==> src/rtl/bus_cycle_ctrl_pkg.sv <==
// Shared types for the bus cycle controller.
// T-state encoding plus the S1/S0 status codes.
package bus_cycle_ctrl_pkg;

    typedef enum logic [2:0] {
        TS_IDLE = 3'd0,
        TS_T1   = 3'd1,
        TS_T2   = 3'd2,
        TS_TW   = 3'd3,
        TS_T3   = 3'd4,
        TS_T4   = 3'd5
    } tstate_e;

    localparam logic [1:0] ST_IDLE  = 2'b00;
    localparam logic [1:0] ST_WRITE = 2'b01;
    localparam logic [1:0] ST_READ  = 2'b10;
    localparam logic [1:0] ST_FETCH = 2'b11;

    // Fetch wins over the write/read selection.
    function automatic logic [1:0] cycle_status(
        input logic wr,
        input logic fetch
    );
        if (fetch) begin
            return ST_FETCH;
        end
        return wr ? ST_WRITE : ST_READ;
    endfunction

endpackage

==> src/rtl/bus_cycle_ctrl_if.sv <==
// Request and multiplexed bus signals of the bus cycle controller.
// master = the controller, slave = the host/bus side.
interface bus_cycle_ctrl_if;

    logic        req;
    logic        wr;
    logic        io;
    logic        fetch;
    logic [15:0] addr;
    logic [7:0]  wdata;
    logic [7:0]  ad_in;
    logic        ready;

    logic        busy;
    logic        done;
    logic [7:0]  rdata;
    logic [7:0]  a_hi;
    logic [7:0]  ad_out;
    logic        ad_oe;
    logic        ale;
    logic        rd_n;
    logic        wr_n;
    logic        io_m;
    logic        s1;
    logic        s0;

    modport master (
        input  req, wr, io, fetch, addr, wdata, ad_in, ready,
        output busy, done, rdata, a_hi, ad_out, ad_oe,
        output ale, rd_n, wr_n, io_m, s1, s0
    );

    modport slave (
        output req, wr, io, fetch, addr, wdata, ad_in, ready,
        input  busy, done, rdata, a_hi, ad_out, ad_oe,
        input  ale, rd_n, wr_n, io_m, s1, s0
    );

endinterface

==> src/rtl/bus_cycle_ctrl.sv <==
// 8085-style multiplexed bus cycle FSM (T1/T2/TW/T3/T4).
// Strobes decode from the registered state and latched request.
module bus_cycle_ctrl
    import bus_cycle_ctrl_pkg::*;
(
    input logic              clk,
    input logic              rst,
    bus_cycle_ctrl_if.master bus
);

    localparam logic [2:0] IDLE = TS_IDLE;
    localparam logic [2:0] T1   = TS_T1;
    localparam logic [2:0] T2   = TS_T2;
    localparam logic [2:0] TW   = TS_TW;
    localparam logic [2:0] T3   = TS_T3;
    localparam logic [2:0] T4   = TS_T4;

    logic [2:0]  state;
    logic [2:0]  state_nxt;
    logic [15:0] addr_q;
    logic [7:0]  wdata_q;
    logic [7:0]  rdata_q;
    logic        wr_q;
    logic        io_q;
    logic        fetch_q;
    logic        done_q;
    logic        is_rd;
    logic        in_data;

    assign is_rd   = fetch_q | ~wr_q;
    assign in_data = (state == T2) || (state == TW) || (state == T3);

    always_comb begin
        state_nxt = state;
        case (state)
            IDLE:    if (bus.req) state_nxt = T1;
            T1:      state_nxt = T2;
            T2, TW:  state_nxt = bus.ready ? T3 : TW;
            T3:      state_nxt = fetch_q ? T4 : IDLE;
            default: state_nxt = IDLE;
        endcase
    end

    always_ff @(posedge clk or posedge rst) begin
        if (rst) begin
            state   <= IDLE;
            addr_q  <= '0;
            wdata_q <= '0;
            rdata_q <= '0;
            wr_q    <= 1'b0;
            io_q    <= 1'b0;
            fetch_q <= 1'b0;
            done_q  <= 1'b0;
        end else begin
            state  <= state_nxt;
            done_q <= (state == T3);
            if (state == IDLE && bus.req) begin
                addr_q  <= bus.addr;
                wdata_q <= bus.wdata;
                wr_q    <= bus.wr;
                io_q    <= bus.io;
                fetch_q <= bus.fetch;
            end
            if (state == T3 && is_rd) begin
                rdata_q <= bus.ad_in;
            end
        end
    end

    assign bus.busy  = (state != IDLE);
    assign bus.done  = done_q;
    assign bus.rdata = rdata_q;
    assign bus.a_hi  = addr_q[15:8];

    always_comb begin
        bus.ale    = 1'b0;
        bus.rd_n   = 1'b1;
        bus.wr_n   = 1'b1;
        bus.ad_oe  = 1'b0;
        bus.ad_out = 8'h00;
        bus.io_m   = 1'b0;
        {bus.s1, bus.s0} = ST_IDLE;
        if (state != IDLE) begin
            bus.io_m = io_q & ~fetch_q;
            {bus.s1, bus.s0} = cycle_status(wr_q, fetch_q);
        end
        if (state == T1) begin
            bus.ale    = 1'b1;
            bus.ad_out = addr_q[7:0];
            bus.ad_oe  = 1'b1;
        end else if (in_data && is_rd) begin
            bus.rd_n   = 1'b0;
            bus.ad_out = addr_q[7:0];
        end else if (in_data) begin
            bus.wr_n   = 1'b0;
            bus.ad_out = wdata_q;
            bus.ad_oe  = 1'b1;
        end
    end

endmodule

==> src/flat_wrapper.sv <==
// flat-port wrapper written by rule: the top's interface ports become plain ports
module bus_cycle_ctrl_flat import bus_cycle_ctrl_pkg::*;
  (clk, rst, bus_req, bus_wr, bus_io, bus_fetch, bus_addr, bus_wdata, bus_ad_in, bus_ready, bus_busy, bus_done, bus_rdata, bus_a_hi, bus_ad_out, bus_ad_oe, bus_ale, bus_rd_n, bus_wr_n, bus_io_m, bus_s1, bus_s0);
  bus_cycle_ctrl_if bus_i ();
  input logic clk;
  input logic rst;
  input wire logic [$bits(bus_i.req)-1:0] bus_req;
  input wire logic [$bits(bus_i.wr)-1:0] bus_wr;
  input wire logic [$bits(bus_i.io)-1:0] bus_io;
  input wire logic [$bits(bus_i.fetch)-1:0] bus_fetch;
  input wire logic [$bits(bus_i.addr)-1:0] bus_addr;
  input wire logic [$bits(bus_i.wdata)-1:0] bus_wdata;
  input wire logic [$bits(bus_i.ad_in)-1:0] bus_ad_in;
  input wire logic [$bits(bus_i.ready)-1:0] bus_ready;
  output wire logic [$bits(bus_i.busy)-1:0] bus_busy;
  output wire logic [$bits(bus_i.done)-1:0] bus_done;
  output wire logic [$bits(bus_i.rdata)-1:0] bus_rdata;
  output wire logic [$bits(bus_i.a_hi)-1:0] bus_a_hi;
  output wire logic [$bits(bus_i.ad_out)-1:0] bus_ad_out;
  output wire logic [$bits(bus_i.ad_oe)-1:0] bus_ad_oe;
  output wire logic [$bits(bus_i.ale)-1:0] bus_ale;
  output wire logic [$bits(bus_i.rd_n)-1:0] bus_rd_n;
  output wire logic [$bits(bus_i.wr_n)-1:0] bus_wr_n;
  output wire logic [$bits(bus_i.io_m)-1:0] bus_io_m;
  output wire logic [$bits(bus_i.s1)-1:0] bus_s1;
  output wire logic [$bits(bus_i.s0)-1:0] bus_s0;
  assign bus_i.req = bus_req;
  assign bus_i.wr = bus_wr;
  assign bus_i.io = bus_io;
  assign bus_i.fetch = bus_fetch;
  assign bus_i.addr = bus_addr;
  assign bus_i.wdata = bus_wdata;
  assign bus_i.ad_in = bus_ad_in;
  assign bus_i.ready = bus_ready;
  assign bus_busy = bus_i.busy;
  assign bus_done = bus_i.done;
  assign bus_rdata = bus_i.rdata;
  assign bus_a_hi = bus_i.a_hi;
  assign bus_ad_out = bus_i.ad_out;
  assign bus_ad_oe = bus_i.ad_oe;
  assign bus_ale = bus_i.ale;
  assign bus_rd_n = bus_i.rd_n;
  assign bus_wr_n = bus_i.wr_n;
  assign bus_io_m = bus_i.io_m;
  assign bus_s1 = bus_i.s1;
  assign bus_s0 = bus_i.s0;
  bus_cycle_ctrl u_core (.clk(clk), .rst(rst), .bus(bus_i));
endmodule
==> config.mk <==
export PLATFORM = sky130hd
export DESIGN_NAME = bus_cycle_ctrl_flat
export DESIGN_NICKNAME = d
export VERILOG_FILES = /design/src/rtl/bus_cycle_ctrl_pkg.sv /design/src/rtl/bus_cycle_ctrl_if.sv /design/src/rtl/bus_cycle_ctrl.sv /design/src/flat_wrapper.sv
export SDC_FILE = /design/constraint.sdc
export NUM_CORES = 1
export LEC_CHECK = 0
export CAP_MARGIN = 30
export CORE_UTILIZATION = 45
export CTS_CLUSTER_DIAMETER = 30
export DETAILED_ROUTE_END_ITERATION = 10
export GPL_ROUTABILITY_DRIVEN = 0
export PLACE_DENSITY = 0.88
export SLEW_MARGIN = 20
export SYNTH_ARGS = -nofsm -noshare
export SYNTH_HDL_FRONTEND = slang
export SYNTH_SLANG_ARGS = --single-unit
==> constraint.sdc <==
create_clock -name clk -period 5.3 [get_ports clk]
set_clock_uncertainty 0.1 [all_clocks]
set_input_delay 1.06 -clock clk [delete_from_list [all_inputs] [get_ports clk]]
set_output_delay 1.06 -clock clk [all_outputs]
set_load 0.02 [all_outputs]
==> summary.md, run 1 <==
| Metric | Value |
|---|---|
| Pins Over Slew Limit | `0` |
| Most common cell in the netlist | `dfrtp_1` |
| Layout cell share with drive strength beyond 1 | `23.8%` |
| Clock root cell | `clkbuf_8` |
| Antenna violations before repair | `0` |
| Antenna cells | `0` |
| Worst r2r src | `u_core.state[2]$_DFFE_PP0P_` |
| Reg2reg path depth | `3` |
| Worst Hold Class | `register to register` |
| Setup Buffers After CTS | `0` |
| Pin count of the biggest net entering global routing | `32` |
| Post-Synth Simple-Gate Area | `7.16%` |
| WP data required | `4.14 ns` |
| Pwr Density | `656 nW/um^2` |
| Fmax | `278 MHz` |
| Core Box Area | `3660 um^2` |
| Flops & latches, synth | `39` |
| Top cells by count, synth | `39 x dfrtp_1, 34 x mux2_2, 9 x buf_4` |
| Vias in the first global route | `1263` |
| First-pass GRT wire length | `6030 um` |
| IO Pins | `72` |
| Post-Synth Adder-Cell Area | `0%` |
| Compound-Gate Fraction of Synth Area | `6.21%` |
| Final Cycle Share | `67.9%` |
| Hold Buf Count CTS | `0` |
| Routed Antenna Nets | `0` |
| Main combinational cell family by area after synthesis | `multiplexers` |
| Die Span X | `63.7 um` |
| RSZ-0062 raised after global routing | `false` |
| Total via count in the routed design | `1216` |
| Port buffer count | `71` |
| Total gr overflow | `0` |
| Final Hold Vio Count | `0` |
| Post-synthesis sequential area ratio | `57.0%` |
| Top FF cell, synth | `dfrtp_1` |
| Critical Path Fanout Max | `9` |
| Critical path arrival | `2.44 ns` |
| Total CTS buffers | `5` |
| Dpl cells | `233` |
| H-tree levels | `2` |
| Net count reported at finish | `231` |
| Residual DRC | `0` |
| Final min period | `3.60 ns` |
| Cell Area, Synth | `1710 um^2` |
| Synth Area per Inst | `13.9 um^2` |
| XOR/XNOR Fraction of Synth Area | `0%` |
| Status | `completed` |
| HPWL Detailed | `2890 um` |
| Clk Latency, worst-skew pair | `0.28 ns` |
| Layout area overhead | `45.4%` |
| Async S/R FF share, synth | `100%` |
| R2R setup slack | `3.58 ns` |
| Slew HR | `71.8%` |
| Leading area contributor after synthesis | `dfrtp_1` |
| Leakage | `1.05 nW` |
| Clock sinks | `39` |
| Row count | `22` |
| Netlist cell types | `22` |
| Max Cap Violations | `0` |
| Die H | `63.7 um` |
| WL final | `3760 um` |
| Syn nets | `162` |
| Area contributors post-synth | `dfrtp_1 57%, mux2_2 22%, a22o_1 4.1%` |
| WHS Path Cells | `1` |
| Hold Crit Endpoint | `u_core.io_q$_DFFE_PP0P_` |
| Syn. warnings | `0` |
| Maximum VDD drop | `376 uV` |
| Initial Util | `46.8%` |
| Via/cell ratio | `5.05` |
| Number of synthesized flops with an enable pin | `0` |
| First-pass iteration count of the detailed router | `4` |
| Final std cells w/o fill | `241` |
| Post-synthesis cell count | `123` |
| Clock transition at path regs | `0.07 ns` |
| Hold path start | `u_core.io_q$_DFFE_PP0P_` |
| Mux share of post-synthesis cell area | `23.0%` |
| GRT Overall Usage | `20.4%` |
| Longest Clk Path Bufs | `2` |
| Post-synth top area share | `57.0%` |
| Die area | `4050 um^2` |
| # setup viols final | `0` |
| Endpoint class of the critical path | `output pin` |
| Slew @ Worst Pin | `0.420 ns` |
| Post_cts resized | `0` |
| DR iter-0 viols | `70` |
| Setup TNS | `0 ns` |
| Critical path class | `register to output pin` |
| FF-to-FF End | `u_core.wdata_q[2]$_DFFE_PP0P_` |
| CP startpoint kind | `register` |
| DR WL/cell | `15.6 um` |
| TritonCTS clock tree | `done` |
-- critical path: stages, from the launching register on --
cell	delay, ns
dfrtp_1	0.48
nor3b_2	0.33
nand2b_1	0.16
and2_1	0.35
a22o_1	0.23
clkdlybuf4s50_1	0.60
-- registers in the layout, indices dropped and copies added, names as in the netlist --
register and cells:
u_core.fetch_q 1, u_core.state 3, u_core.bus.rdata 8, u_core.addr_q 16, u_core.wdata_q 8, u_core.io_q 1
u_core.bus.done 1, u_core.wr_q 1
-- layout by cell type (no fill, tap or decap) --
cell type,instances
clkdlybuf4s50_1,71
dfrtp_1,39
mux2_2,34
a22o_1,8
inv_1,6
clkbuf_8,5
nand2b_1,4
nand2_1,4
nor2_1,3
o21ai_0,2
clkbuf_1,2
buf_4,2
nor4_4,1
nor3b_2,1
nand2_2,1
or2_1,1
nor2b_1,1
and2_1,1
o211ai_2,1
nor3_1,1
nor3b_1,1
o31a_1,1
a21oi_1,1
mux2_1,1
clkinv_2,1
-- how the worst max path moves through the flow --
stage / cells after the start / start / to / slack [ns]
6_report: 5 / u_core.state[2]$_DFFE_PP0P_ / bus_ad_out[4] / 1.70
5_1_grt: 5 / u_core.state[2]$_DFFE_PP0P_ / bus_ad_out[4] / 1.57
4_1_cts: 5 / u_core.state[1]$_DFFE_PP0P_ / bus_ad_out[4] / 1.69
3_5_place_dp: 5 / u_core.state[1]$_DFFE_PP0P_ / bus_ad_out[4] / 2.01
3_3_place_gp: 5 / u_core.state[1]$_DFFE_PP0P_ / bus_ad_out[7] / 2.16
2_1_floorplan: 6 / u_core.state[1]$_DFFE_PP0P_ / bus_ad_oe / 2.73
-- cells by family (layout without fill, tap and decap cells) --
logic type / after synthesis / in the layout
AO/OA/AOI/OAI: 13 / 13
AND/OR/NAND/NOR: 19 / 19
flip-flops: 39 / 39
multiplexers: 35 / 35
buffers and inverters: 17 / 87
-- through the flow --
stage	instance area, um^2	total power [W]	utilization, %	hold WS [ns]	setup WS (ns)
finish	2490	0.00163	68.0	0.402	1.70
global route	2490	0.00172	68.0	0.421	1.57
CTS	2490	0.00165	68.0	0.411	1.69
detailed placement	2410	0.00146	65.8	0.394	2.01
global placement	2410	0.00143	65.8	0.367	2.16
floorplan	1710	0.00111	-	0.349	2.73
-- area by class of cell --
cell class,instances,area (um^2)
Tap cell,48,60.1
Timing Repair Buffer,73,726
Clock inverter,1,5.00
Fill cell,261,1170
Clock buffer,7,76.3
Sequential cell,39,976
Multi-Input combinational cell,67,623
Inverter,6,22.5
-- layer usage --
layer,track usage (%),routed length [um]
met3,5.62,229
met4,12.5,120
met2,33.5,1930
met1,23.4,1480
met5,0,0
-- power by group --
part,switching [W],internal (W)
Combinational,0.000406,0.000484
Sequential,0.000104,0.000449
Clock,0.0000967,0.0000923
Total,0.000606,0.00103
Note: power is estimated with default switching activity, not from simulation.
==> run 2: changes to the inputs <==
--- a/config.mk
+++ b/config.mk
@@ -6,11 +6,11 @@
 export NUM_CORES = 1
 export LEC_CHECK = 0
 export CAP_MARGIN = 30
-export CORE_UTILIZATION = 45
+export CORE_UTILIZATION = 42
 export CTS_CLUSTER_DIAMETER = 30
 export DETAILED_ROUTE_END_ITERATION = 10
 export GPL_ROUTABILITY_DRIVEN = 0
-export PLACE_DENSITY = 0.88
+export PLACE_DENSITY = 0.83
 export SLEW_MARGIN = 20
 export SYNTH_ARGS = -nofsm -noshare
 export SYNTH_HDL_FRONTEND = slang
==> constraint.sdc (replaced) <==
create_clock -name clk -period 3.7 [get_ports clk]
set_clock_uncertainty 0.1 [all_clocks]
set_input_delay 0.74 -clock clk [delete_from_list [all_inputs] [get_ports clk]]
set_output_delay 0.74 -clock clk [all_outputs]
set_load 0.02 [all_outputs]
==> summary.md, run 2 (synthesized netlist as in run 1, its figures left out) <==
| Metric | Value |
|---|---|
| Via/cell ratio | `4.88` |
| Routed Antenna Nets | `0` |
| Max reg flops | `16` |
| Net count reported at finish | `233` |
| DR WL/cell | `15.0 um` |
| First-pass GRT wire length | `6020 um` |
| Antenna violations before repair | `0` |
| GRT Overall Usage | `19.0%` |
| Critical path arrival | `2.47 ns` |
| RSZ-0062 raised after global routing | `false` |
| Maximum VDD drop | `566 uV` |
| Fmax | `302 MHz` |
| Longest Clk Path Bufs | `2` |
| Clock sinks | `39` |
| Commonest non-fill, non-tap cells in the layout | `71 x clkdlybuf4s50_1, 39 x dfrtp_1, 34 x mux2_2` |
| Pwr Density | `951 nW/um^2` |
| CP startpoint kind | `register` |
| Worst Hold Class | `register to register` |
| Commonest non-fill, non-tap cell in the layout | `clkdlybuf4s50_1` |
| Endpoint class of the critical path | `output pin` |
| HPWL Detailed | `2800 um` |
| Initial Util | `45.4%` |
| Antenna cells | `0` |
| Slew @ Worst Pin | `0.447 ns` |
| WL final | `3630 um` |
| Residual DRC | `0` |
| Vias in the first global route | `1270` |
| Die area | `4330 um^2` |
| H-tree levels | `2` |
| Register with the most flip-flops | `u_core.addr_q` |
| Row count | `22` |
| Leakage | `1.07 nW` |
| # setup viols final | `0` |
| Layout cell share with drive strength beyond 1 | `24.7%` |
| Layout area overhead | `48.0%` |
| Critical Path Fanout Max | `9` |
| Final min period | `3.31 ns` |
| Critical path class | `register to output pin` |
| First-pass iteration count of the detailed router | `4` |
| Die Span X | `65.8 um` |
| Reg2reg path depth | `3` |
| DR iter-0 viols | `30` |
| Hold Buf Count CTS | `0` |
| Setup Buffers After CTS | `0` |
| Slew HR | `70.0%` |
| Clock transition at path regs | `0.07 ns` |
| Hold slack | `0.390 ns` |
| WHS Path Cells | `1` |
| Status | `completed` |
| Pins Over Slew Limit | `0` |
| Setup TNS | `0 ns` |
| TritonCTS clock tree | `done` |
| Die H | `65.8 um` |
| Total gr overflow | `0` |
| Clk Latency, worst-skew pair | `0.28 ns` |
| Total CTS buffers | `5` |
| Final Cycle Share | `89.6%` |
| Final Hold Vio Count | `0` |
| Core Box Area | `3770 um^2` |
| Max Cap Violations | `0` |
| IO Pins | `72` |
| Port buffer count | `71` |
| Pin count of the biggest net entering global routing | `25` |
| Post_cts resized | `0` |
| Total via count in the routed design | `1180` |
| Clock root cell | `clkbuf_8` |
| WP data required | `2.86 ns` |
==> run 2: changes by cell type in the layout (fill, tap and decap cells not counted), sizes merged <==
cell    previous run  this run
buf                2         4
bufinv             0         1
clkbuf             7         6
clkinv             1         0
==> run 2: final cells by class <==
cell class | count | area, um^2
multi-input combinational | 67 | 623
clock inverter | 1 | 30.0
clock buffer | 6 | 72.6
timing repair buffer | 75 | 748
inverter | 6 | 22.5
sequential | 39 | 976
tap | 48 | 60.1
fill | 266 | 1240
==> run 2: per-layer routing <==
| layer | vias up | GRT usage [%] | part of all wire (%) |
|---|---|---|---|
| met5 | - | 0 | 0 |
| met1 | 577 | 21.6 | 40 |
| met2 | 36 | 33.5 | 54 |
| met3 | 6 | 4.83 | 3.9 |
| met4 | 0 | 7.61 | 1.6 |
| li1 | 561 | - | - |
==> run 2: worst max-delay path: stages (launching register included) <==
cell and delay [ns]:
dfrtp_1 0.48, nor3b_2 0.32, nand2b_1 0.16, and2_1 0.39, a22o_1 0.22, clkdlybuf4s50_1 0.62
==> run 2: power breakdown <==
| group | switching (W) | total, W | internal (W) |
|---|---|---|---|
| logic | 0.000600 | 0.00130 | 0.000701 |
| clock network | 0.000131 | 0.000328 | 0.000197 |
| registers | 0.000136 | 0.000779 | 0.000643 |
==> run 2: worst paths after layout <==
path / slack (ns) / from / endpoint
max: 0.39 / u_core.state[2]$_DFFE_PP0P_ / bus_ad_out[0]
max reg2reg: 2.06 / u_core.state[2]$_DFFE_PP0P_ / u_core.addr_q[12]$_DFFE_PP0P_
min: 0.39 / u_core.io_q$_DFFE_PP0P_ / u_core.io_q$_DFFE_PP0P_
min in group asynchronous: 0.60 / rst / u_core.bus.rdata[7]$_DFFE_PP0P_
min reg2reg: 0.39 / u_core.io_q$_DFFE_PP0P_ / u_core.io_q$_DFFE_PP0P_
max in group asynchronous: 2.22 / rst / u_core.bus.rdata[4]$_DFFE_PP0P_
==> run 2: through the flow <==
step	instances	setup WS, ns	instance area [um^2]	util [%]	power, W
global placement	234	0.800	2410	64.0	0.00205
CTS	241	0.356	2520	66.8	0.00243
finish	242	0.386	2530	67.2	0.00241
global route	242	0.208	2530	67.2	0.00256
detailed placement	234	0.686	2410	64.0	0.00210
floorplan	123	1.45	1710	-	0.00159
